<file path="config.mk">
export PLATFORM = sky130hd
export DESIGN_NAME = pkt_concentrator_p
export DESIGN_NICKNAME = d
export VERILOG_FILES = /design/src/rtl/pkt_conc_pkg.sv /design/src/rtl/conc_out_reg.sv /design/src/rtl/pkt_concentrator_p.sv
export SDC_FILE = /design/constraint.sdc
export NUM_CORES = 1
export LEC_CHECK = 0
export ABC_AREA = 1
export ABC_CLOCK_PERIOD_IN_PS = 1730
export CORE_MARGIN = 2
export CORE_UTILIZATION = 35
export CTS_CLUSTER_SIZE = 25
export DETAILED_ROUTE_END_ITERATION = 10
export GPL_ROUTABILITY_DRIVEN = 0
export PLACE_DENSITY_LB_ADDON = 0.2
export SYNTH_ARGS = -nofsm -noshare
export SYNTH_HDL_FRONTEND = slang
export SYNTH_SLANG_ARGS = --single-unit
</file>
<file path="constraint.sdc">
create_clock -name clk -period 1.73 [get_ports clk]
set_input_delay 0.519 -clock clk [delete_from_list [all_inputs] [get_ports clk]]
set_output_delay 0.519 -clock clk [all_outputs]
set_load 0.02 [all_outputs]
</file>
<file path="src/rtl/pkt_conc_pkg.sv">
`default_nettype none
// ============================================================================
// Module   : pkt_conc_pkg
// Purpose  : Shared byte-code encodings, FSM state enum and count-width helper
//            for the packet concentrator.
// Revision : 1.0 - initial release
// ============================================================================
package pkt_conc_pkg;

    typedef enum logic [1:0] {
        CODE_SOP = 2'd0,
        CODE_MOP = 2'd1,
        CODE_EOP = 2'd2,
        CODE_BAD = 2'd3
    } code_t;

    typedef enum logic [1:0] {
        ST_IDLE  = 2'd0,
        ST_ACCUM = 2'd1,
        ST_DROP  = 2'd2
    } state_t;

    // Wide enough to hold the value LANES itself, not just LANES-1.
    function automatic int cnt_width(input int lanes);
        return $clog2(lanes) + 1;
    endfunction

endpackage
`default_nettype wire

</file>
<file path="src/rtl/conc_out_reg.sv">
`default_nettype none
// ============================================================================
// Module   : conc_out_reg
// Purpose  : Single-entry srdy/drdy holding register; payload clears to zero
//            when drained so qualifier bits never linger while invalid.
// Revision : 1.0 - initial release
// ============================================================================
module conc_out_reg #(
    parameter int WIDTH = 8
) (
    input  logic             clk,
    input  logic             rst,
    input  logic             i_srdy,
    output logic             o_drdy,
    input  logic [WIDTH-1:0] i_data,
    output logic             o_srdy,
    input  logic             i_drdy,
    output logic [WIDTH-1:0] o_data
);

    logic             r_valid;
    logic [WIDTH-1:0] r_data;

    assign o_drdy = !r_valid || i_drdy;
    assign o_srdy = r_valid;
    assign o_data = r_data;

    always_ff @(posedge clk) begin
        if (rst) begin
            r_valid <= 1'b0;
            r_data  <= '0;
        end else if (i_srdy && o_drdy) begin
            r_valid <= 1'b1;
            r_data  <= i_data;
        end else if (r_valid && i_drdy) begin
            r_valid <= 1'b0;
            r_data  <= '0;
        end
    end

endmodule
`default_nettype wire

</file>
<file path="src/rtl/pkt_concentrator_p.sv">
`default_nettype none
// ============================================================================
// Module   : pkt_concentrator_p
// Purpose  : Packs a coded byte stream into LANES-byte words with sop/eop/cnt
//            framing, commit/abort qualifiers and packet-length policing.
// Options  : define CONCENTRATOR_STATS_EN for saturating pkt/abort/drop counters
// Revision : 1.0 - initial release
// ============================================================================
module pkt_concentrator_p
    import pkt_conc_pkg::*;
#(
    parameter int  LANES   = 8,
    parameter int  MAX_LEN = 1522,
    parameter int  LEN_W   = 16,
    localparam int CW      = cnt_width(LANES),
    localparam int DW      = 8*LANES + 2 + CW
) (
    input  logic          clk,
    input  logic          reset,
    input  logic          c_srdy,
    output logic          c_drdy,
    input  logic [1:0]    c_code,
    input  logic [7:0]    c_data,
    output logic          p_srdy,
    input  logic          p_drdy,
    output logic [DW-1:0] p_data,
`ifdef CONCENTRATOR_STATS_EN
    output logic [31:0]   pkt_cnt,
    output logic [31:0]   abort_cnt,
    output logic [31:0]   drop_cnt,
`endif
    output logic          p_commit,
    output logic          p_abort
);

    localparam logic [CW-1:0]    c_full_cnt = CW'(LANES);
    localparam logic [LEN_W-1:0] c_max_len  = LEN_W'(MAX_LEN);

    state_t             r_state, w_state_nxt;
    logic [8*LANES-1:0] r_bytes, w_bytes_nxt, w_merged;
    logic [CW-1:0]      r_ptr, w_ptr_nxt, w_ptr_inc;
    logic [LEN_W-1:0]   r_len, w_len_nxt;
    logic               r_first, w_first_nxt;
    code_t              w_code;
    logic               w_full, w_over, w_load;
    logic               w_emit_needed, w_discard, w_accept, w_emit;
    logic               w_commit, w_abort, w_out_drdy;
    logic [DW-1:0]      w_word;
    logic [DW+1:0]      w_out_data;

    assign w_code    = code_t'(c_code);
    assign w_ptr_inc = r_ptr + 1'b1;
    assign w_full    = (w_ptr_inc == c_full_cnt);
    assign w_over    = (r_len >= c_max_len);
    assign w_merged  = r_bytes | ({{(8*(LANES-1)){1'b0}}, c_data} << {r_ptr, 3'b000});

    assign c_drdy    = !w_emit_needed || w_out_drdy;
    assign w_accept  = c_srdy && c_drdy;
    assign w_emit    = w_accept && w_emit_needed;

    always_comb begin
        w_state_nxt   = r_state;
        w_bytes_nxt   = r_bytes;
        w_ptr_nxt     = r_ptr;
        w_len_nxt     = r_len;
        w_first_nxt   = r_first;
        w_load        = 1'b0;
        w_emit_needed = 1'b0;
        w_discard     = 1'b0;
        w_commit      = 1'b0;
        w_abort       = 1'b0;
        w_word        = '0;
        case (r_state)
            ST_IDLE, ST_DROP: begin
                if (w_code == CODE_SOP) begin
                    w_load = 1'b1;
                end else begin
                    w_discard = 1'b1;
                    if (r_state == ST_DROP && w_code == CODE_EOP) begin
                        w_state_nxt = ST_IDLE;
                    end
                end
            end
            ST_ACCUM: begin
                if (w_code == CODE_SOP) begin
                    // Old packet is aborted and the new one starts in the same beat.
                    w_emit_needed = 1'b1;
                    w_abort       = 1'b1;
                    w_load        = 1'b1;
                end else if (w_code == CODE_BAD || w_over) begin
                    w_emit_needed = 1'b1;
                    w_abort       = 1'b1;
                    w_state_nxt   = ST_DROP;
                    w_bytes_nxt   = '0;
                    w_ptr_nxt     = '0;
                    w_len_nxt     = '0;
                    w_first_nxt   = 1'b0;
                end else if (w_code == CODE_EOP) begin
                    w_emit_needed = 1'b1;
                    w_commit      = 1'b1;
                    w_word        = {r_first, 1'b1, w_ptr_inc, w_merged};
                    w_state_nxt   = ST_IDLE;
                    w_bytes_nxt   = '0;
                    w_ptr_nxt     = '0;
                    w_len_nxt     = '0;
                    w_first_nxt   = 1'b0;
                end else begin
                    w_len_nxt = r_len + 1'b1;
                    if (w_full) begin
                        w_emit_needed = 1'b1;
                        w_word        = {r_first, 1'b0, w_ptr_inc, w_merged};
                        w_bytes_nxt   = '0;
                        w_ptr_nxt     = '0;
                        w_first_nxt   = 1'b0;
                    end else begin
                        w_bytes_nxt = w_merged;
                        w_ptr_nxt   = w_ptr_inc;
                    end
                end
            end
            default: w_state_nxt = ST_IDLE;
        endcase
        if (w_load) begin
            w_state_nxt = ST_ACCUM;
            w_bytes_nxt = {{(8*(LANES-1)){1'b0}}, c_data};
            w_ptr_nxt   = CW'(1);
            w_len_nxt   = LEN_W'(1);
            w_first_nxt = 1'b1;
        end
    end

    always_ff @(posedge clk) begin
        if (reset) begin
            r_state <= ST_IDLE;
            r_bytes <= '0;
            r_ptr   <= '0;
            r_len   <= '0;
            r_first <= 1'b0;
        end else if (w_accept) begin
            r_state <= w_state_nxt;
            r_bytes <= w_bytes_nxt;
            r_ptr   <= w_ptr_nxt;
            r_len   <= w_len_nxt;
            r_first <= w_first_nxt;
        end
    end

    conc_out_reg #(
        .WIDTH (DW + 2)
    ) u_out_reg (
        .clk    (clk),
        .rst    (reset),
        .i_srdy (w_emit),
        .o_drdy (w_out_drdy),
        .i_data ({w_commit, w_abort, w_word}),
        .o_srdy (p_srdy),
        .i_drdy (p_drdy),
        .o_data (w_out_data)
    );

    assign p_commit = w_out_data[DW+1];
    assign p_abort  = w_out_data[DW];
    assign p_data   = w_out_data[DW-1:0];

`ifdef CONCENTRATOR_STATS_EN
    logic [31:0] r_pkt_cnt, r_abort_cnt, r_drop_cnt;

    always_ff @(posedge clk) begin
        if (reset) begin
            r_pkt_cnt   <= '0;
            r_abort_cnt <= '0;
            r_drop_cnt  <= '0;
        end else begin
            if (p_srdy && p_drdy && p_commit && r_pkt_cnt != '1) begin
                r_pkt_cnt <= r_pkt_cnt + 1'b1;
            end
            if (p_srdy && p_drdy && p_abort && r_abort_cnt != '1) begin
                r_abort_cnt <= r_abort_cnt + 1'b1;
            end
            if (w_accept && w_discard && r_drop_cnt != '1) begin
                r_drop_cnt <= r_drop_cnt + 1'b1;
            end
        end
    end

    assign pkt_cnt   = r_pkt_cnt;
    assign abort_cnt = r_abort_cnt;
    assign drop_cnt  = r_drop_cnt;
`endif

endmodule
`default_nettype wire

</file>
# [Word level (Yosys, flattened, before mapping)]
# Index checks and enable logic that the tools add are counted.
[classes] add_sub_neg=2 mul=0 div=0 n_lt_le_gt_ge=1 n_eq_ne=10 n_shift=1 muxes=53 n_bitwise=1 reduce_logical=20
[op_table] cell="64-bit two-way mux" count=6
[op_table] cell="70-bit two-way mux" count=5
[op_table] cell="72-bit two-way mux" count=2
[op_table] cell="16-bit two-way mux" count=5
[op_table] cell="64-bit bitwise OR" count=1
[op_table] cell="8-bit by 7-bit << shifter with 64-bit output" count=1
[op_table] cell="4-bit two-way mux" count=6
[op_table] cell="1-bit two-way mux" count=22
[op_table] cell="16-bit by 1-bit adder with 16-bit output, second input constant" count=1
[op_table] cell="16-bit by 11-bit greater-or-equal comparator with 1-bit output, second input constant" count=1
[op_table] cell="2-bit two-way mux" count=6
[op_table] cell="3-bit inequality test, second input constant" count=3
[op_table] cell="2-bit == test, second input constant" count=3
[op_table] cell="1-bit logical AND" count=5
[op_table] cell="5-bit AND reduction" count=1
[op_table] cell="4-bit by 1-bit adder with 4-bit output, second input constant" count=1
[op_table] cell="4-bit == test, second input constant" count=1
[op_table] cell="2-bit logical NOT" count=2
[op_table] cell="4-bit inequality test, second input constant" count=1
[op_table] cell="2-bit one-hot mux with 2 select lines" count=1
[op_table] cell="4-bit AND reduction" count=1
[op_table] cell="2-bit nonzero test" count=2
[op_table] cell="4-bit nonzero test" count=1
[op_table] cell="1-bit logical OR" count=3
[op_table] cell="other kinds (6)" count=7
[word_totals] regBits=160 latchBits=0 ramBits=0 mem_bits_ro=0 input_bits=14 output_inout_bits=74 word_cells=95 n_memories=0

# [Depth between registers and ports, before layout]
[logic_depth] word_depth=13 mapped_depth=15 mapped_depth_nobuf=13

# [Hierarchy]
# Synthesis repeated with hierarchy kept, for this count alone.
[unflattened] hier_cells=1398 area_unflattened_um2=8816.0
[by_module_without_submodules] module="pkt_concentrator_p" n_inst=1 cells_each=1064 area_per_inst_um2=5924.4 seq_area_each_um2=1741.7
[by_module_without_submodules] module="conc_out_reg" n_inst=1 cells_each=334 area_per_inst_um2=2891.5 seq_area_each_um2=1461.4

# [Least setup slack after synthesis]
# OpenSTA, ideal clock, no wires.
[synth_timing] kind="register to register" startpoint="register r_len[0]" endpoint="register r_ptr[0]" setup_time_ns=0.117 t_arrival_ns=1.806 required_ns=1.613 setup_slack_ns=-0.193 stages_incl_launch_ff=15 path_buffers=2 synth_period_minus_slack_ns=1.923 cell_sequence="dfxtp_1 -> inv_1 -> ha_1 -> nor2_1 -> nand2_1 -> nand3_1 -> nand3_2 -> nor2_4 -> nand2_2 -> nand3_4 -> nand3_4 -> buf_6 -> buf_6 -> nor3_1 -> nor2_1"
[synth_via] elab_chain_cells=9 elab_cells_between_ends=13 classes_between="1 x order compare; 7 x mux; 5 x reduce/logical"
[synth_lines] element="from (decl)" line_no="pkt_concentrator_p.sv:42" rtl="logic [LEN_W-1:0] r_len, w_len_nxt;"
[synth_lines] element="from (signal assigned)" line_no="pkt_concentrator_p.sv:143" rtl="r_len <= w_len_nxt;"
[synth_lines] element="16-bit by 11-bit greater-or-equal comparator with 1-bit output" line_no="pkt_concentrator_p.sv:54" rtl="assign w_over = (r_len >= c_max_len);"
[synth_lines] element="1-bit logical OR" line_no="pkt_concentrator_p.sv:90" rtl="end else if (w_code == CODE_BAD || w_over) begin"
[synth_lines] element="1-bit two-way mux" line_no="pkt_concentrator_p.sv:90"
[synth_lines] element="1-bit two-way mux" line_no="pkt_concentrator_p.sv:85" rtl="if (w_code == CODE_SOP) begin"
[synth_lines] element="1-bit two-way mux" line_no="pkt_concentrator_p.sv:73" rtl="case (r_state)"
[synth_lines] element="1-bit logical NOT" line_no="pkt_concentrator_p.sv:57" rtl="assign c_drdy = !w_emit_needed || w_out_drdy;"
[synth_lines] element="1-bit logical OR" line_no="pkt_concentrator_p.sv:57"
[synth_lines] element="named net c_drdy" line_no="pkt_concentrator_p.sv:21" rtl="output logic c_drdy,"
[synth_lines] element="1-bit logical AND" line_no="pkt_concentrator_p.sv:58" rtl="assign w_accept = c_srdy && c_drdy;"
[synth_lines] element="3-bit AND reduction (no line)"
[synth_lines] element="to (signal assigned)" line_no="pkt_concentrator_p.sv:142" rtl="r_ptr <= w_ptr_nxt;"
[synth_lines] element="to (decl)" line_no="pkt_concentrator_p.sv:41" rtl="logic [CW-1:0] r_ptr, w_ptr_nxt, w_ptr_inc;"
# The timed path passes the listed nets, and every way through them passes these cells. The select of a mux whose other input is x is not followed.
# A chain may end at the register's enable or synchronous reset.

# [Worst setup path in the final report]
[layout_timing] startpoint="register r_len[0]" endpoint="output c_drdy"
[layout_via] elab_chain_cells=7
[layout_lines] element="16-bit by 11-bit greater-or-equal comparator with 1-bit output" line_no="pkt_concentrator_p.sv:54"
[layout_lines] element="1-bit logical OR" line_no="pkt_concentrator_p.sv:90"
[layout_lines] element="1-bit two-way mux" line_no="pkt_concentrator_p.sv:90"
[layout_lines] element="1-bit two-way mux" line_no="pkt_concentrator_p.sv:85"
[layout_lines] element="1-bit two-way mux" line_no="pkt_concentrator_p.sv:73"
[layout_lines] element="1-bit logical NOT" line_no="pkt_concentrator_p.sv:57"
[layout_lines] element="1-bit logical OR" line_no="pkt_concentrator_p.sv:57"
[layout_lines] element="to (decl)" line_no="pkt_concentrator_p.sv:21"
# No other way between the ends.

==> run_results.csv <==
group,metric,value,unit
run_status,status,"finished with violations",
run_status,failed_checks,"negative setup slack",
sta,max_slew_margin,0.536,
flow_run,max_cap_violations,0,
worst_setup_path,critical_path.max_fanout,2,
routing,drt_first_pass_iters,5,
worst_setup_path,worstPathRequired,1.21,ns
clock_tree,tritoncts_num_sinks,159,
cells_and_area,num-nets-final,1382,
clock_tree,cts_hold_repair.buffers,0,
grt,gr-total-overflow,0,
sta,finalWorstPathRequiredPeriod,2.18,ns
sta,drv_slew,0,
worst_setup_path,worst_ep_arrival_time,1.66,ns
routing,met3_wirelength,1.11,mm
synth,synth_edf_count,0,
worst_hold_path,hp-class,"input port to flop",
clock_tree,cts_max_level,4,
sta,holdWs,0.417,ns
clock_tree,tritoncts.num_buffers,17,
synth,yosysUniqueCellTypes,32,
power,vdd_ir_drop_max,0.591,mV
cells_and_area,area_delta_synth_final,65.8,%
power,pwr_density_cell,729,nW/µm²
synth,ys_seq_elements,159,
placement,numPlacedInstances,1574,
sta,finalSetupTns,-47.24,ns
sta,max_slew.worst_pin.slew,0.695,ns
grt,grt_max_degree,101,
synth,post_synth_inst_count,1149,
clock_tree,cts_root_buffer,"sky130_fd_sc_hd__clkbuf_16",
sta,worst_clock_skew,0.00887,ns
sta,setup_viol,158,
routing,drc,0,
cells_and_area,layout-drive-gt1-share,0.340,
cells_and_area,final_cells,1658,
synth,synth_seq_area_share,0.416,
synth,post_syn_area,7650,µm²
sta,rsz_0062_raised_after_global_routing,"true",
floorplan,ioPinCount,88,
placement,dp_hpwl,15.5,mm
synth,yosysWarnings,0,
routing,detailroute.via_count,8410,
floorplan,rows,54,
synth,async_flop_share,0,
synth,dominantRegCellSynth,"sky130_fd_sc_hd__dfxtp_1",
synth,net_count_after_synthesis,1166,
clock_tree,cts_buffer_depth,2,
cells_and_area,final_core_util,0.587,
worst_setup_path,endpoint_kind,"output port",
clock_tree,clkTransAtPathRegs,0.07,ns
power,design_power_total,9.25,mW
clock_tree,cts_tree,"yes",
grt,grt_pass1_vias,8056,
routing,highest-signal-layer,"met4",
floorplan,die_x,152,µm
routing,avgViaCountPerCell,5.07,
placement,place.port_buffers,87,
routing,met1_length,11.7,mm
grt,wire_length_of_the_first_global_routing_pass,41.0,mm
clock_tree,worstSkewPairLatency,0.43,ns
power,power.static_leakage,6.50,nW
worst_setup_path,worst_setup_path_start_kind,"flop",
grt,grt_usage,0.217,
routing,drt-total-wl,26.3,mm
cells_and_area,diodes,0,
routing,ant_nets,0,
floorplan,core_area,21600,µm²
sta,post-route-period-util,1.26,
synth,synth.avg_cell_area,6.66,µm²
sta,fmax,459,MHz
floorplan,vertical_extent_of_the_die,152,µm
worst_setup_path,critical_path_class,"flop to output port",
routing,avgRoutedWirePerCell,15.9,µm
routing,first_iter_violations,626,
cells_and_area,final_cell_mix,"201 x sky130_fd_sc_hd__nor2_1, 153 x sky130_fd_sc_hd__dfxtp_1, 135 x sky130_fd_sc_hd__nand3_1, 118 x sky130_fd_sc_hd__buf_4, 99 x sky130_fd_sc_hd__inv_1",
sta,final_number_of_hold_violating_endpoints,0,
floorplan,initial_core_util,0.354,
grt,grt_antenna_before_repair,0,
floorplan,die_area,23100,µm²
cells_and_area,layout.cells.most_common,"sky130_fd_sc_hd__nor2_1",
sta,finalWorstSetupSlack,-0.448,ns
routing,met2_wirelength,12.9,mm
## registers in the layout, summed over array words and instances (netlist names)
name	count
r_state	2
r_ptr	4
u_out_reg.o_srdy	1
u_out_reg.o_data	71
r_len	16
r_first	1
r_bytes	64
## stage by stage
step | setup WS (ns) | area [µm²]
after global placement | -0.890 | 9810
final | -0.448 | 12700
after CTS | -0.491 | 11600
after floorplan | -0.0999 | 7770
after global routing | -0.512 | 12700
after detailed placement | -0.907 | 9810
## metal layers
| metal | up-vias | track usage |
|---|---|---|
| li1 | 4173 | - |
| met1 | 3999 | 0.279 |
| met2 | 192 | 0.370 |
| met3 | 46 | 0.0394 |
| met4 | 0 | 0.0654 |
| met5 | - | 0 |
## critical path: stages (launching register included)
cell	delay, ns
sky130_fd_sc_hd__dfxtp_2	0.34
sky130_fd_sc_hd__inv_2	0.04
sky130_fd_sc_hd__ha_4	0.15
sky130_fd_sc_hd__nor2_4	0.07
sky130_fd_sc_hd__nand2_2	0.08
sky130_fd_sc_hd__nand3_4	0.08
sky130_fd_sc_hd__nand3_4	0.08
sky130_fd_sc_hd__nor2_4	0.12
sky130_fd_sc_hd__nand2_2	0.08
sky130_fd_sc_hd__nand3_4	0.07
sky130_fd_sc_hd__buf_6	0.11
## Yosys cell counts (all sizes together), types with 7 or more instances
cell type    n  area (µm²)
nand4        7        56.3
nor2       236         903
inv        105         394
o21ai       41         205
a21oi      162         811
dfxtp      159        3180
nor3        24         120
clkbuf      38         143
o22ai        8        50.1
buf         45         270
nand3      151         798
nand2      158         598
## cell families (layout without fill, tap and decap cells)
group	after synthesis	count (layout)	share of synthesized area
adders and majority gates	3	3	0.00490
and+or+nand+nor	579	580	0.326
DFF	159	159	0.416
xor gates and xnor gates	3	3	0.00343
buffers and inverters	190	418	0.106
AOI/OAI and AO/OA	215	215	0.143
## power by group
group	total, mW	switching, mW	leakage [nW]	internal, mW
Combinational	1.82	1.00	4.95	0.819
Clock	3.62	1.69	0.261	1.94
Sequential	3.80	0.0546	1.29	3.75
Total	9.25	2.74	6.50	6.51
## repair_timing
item	4_1_cts	5_1_grt
endpoints found under the setup margin	232	205
resized for setup	157	297
pin swaps	34	94
gates cloned	23	2
setup buffers	20	13
## cell type report
| class | count | area (µm²) |
|---|---|---|
| clock buffers | 19 | 453 |
| clock inverters | 13 | 103 |
| fillers | 1971 | 8930 |
| inverters | 107 | 420 |
| multi-input cells | 801 | 4850 |
| flip-flops and latches | 159 | 3200 |
| well taps | 280 | 350 |
| repair buffers | 279 | 3320 |
## path summary, 6_finish.rpt
| kind | from | slack, ns | depth (start not counted) | to |
|---|---|---|---|---|
| worst max-delay path | r_len[0] | -0.45 | 10 | c_drdy |
| worst min-delay path | reset | 0.42 | 2 | u_out_reg.o_data[63] |
| worst max register to register | r_len[0] | -0.38 | 15 | r_bytes[58] |
| worst min register to register | r_len[12] | 0.44 | 2 | r_len[12] |
Power figures use the tool's default switching activity.
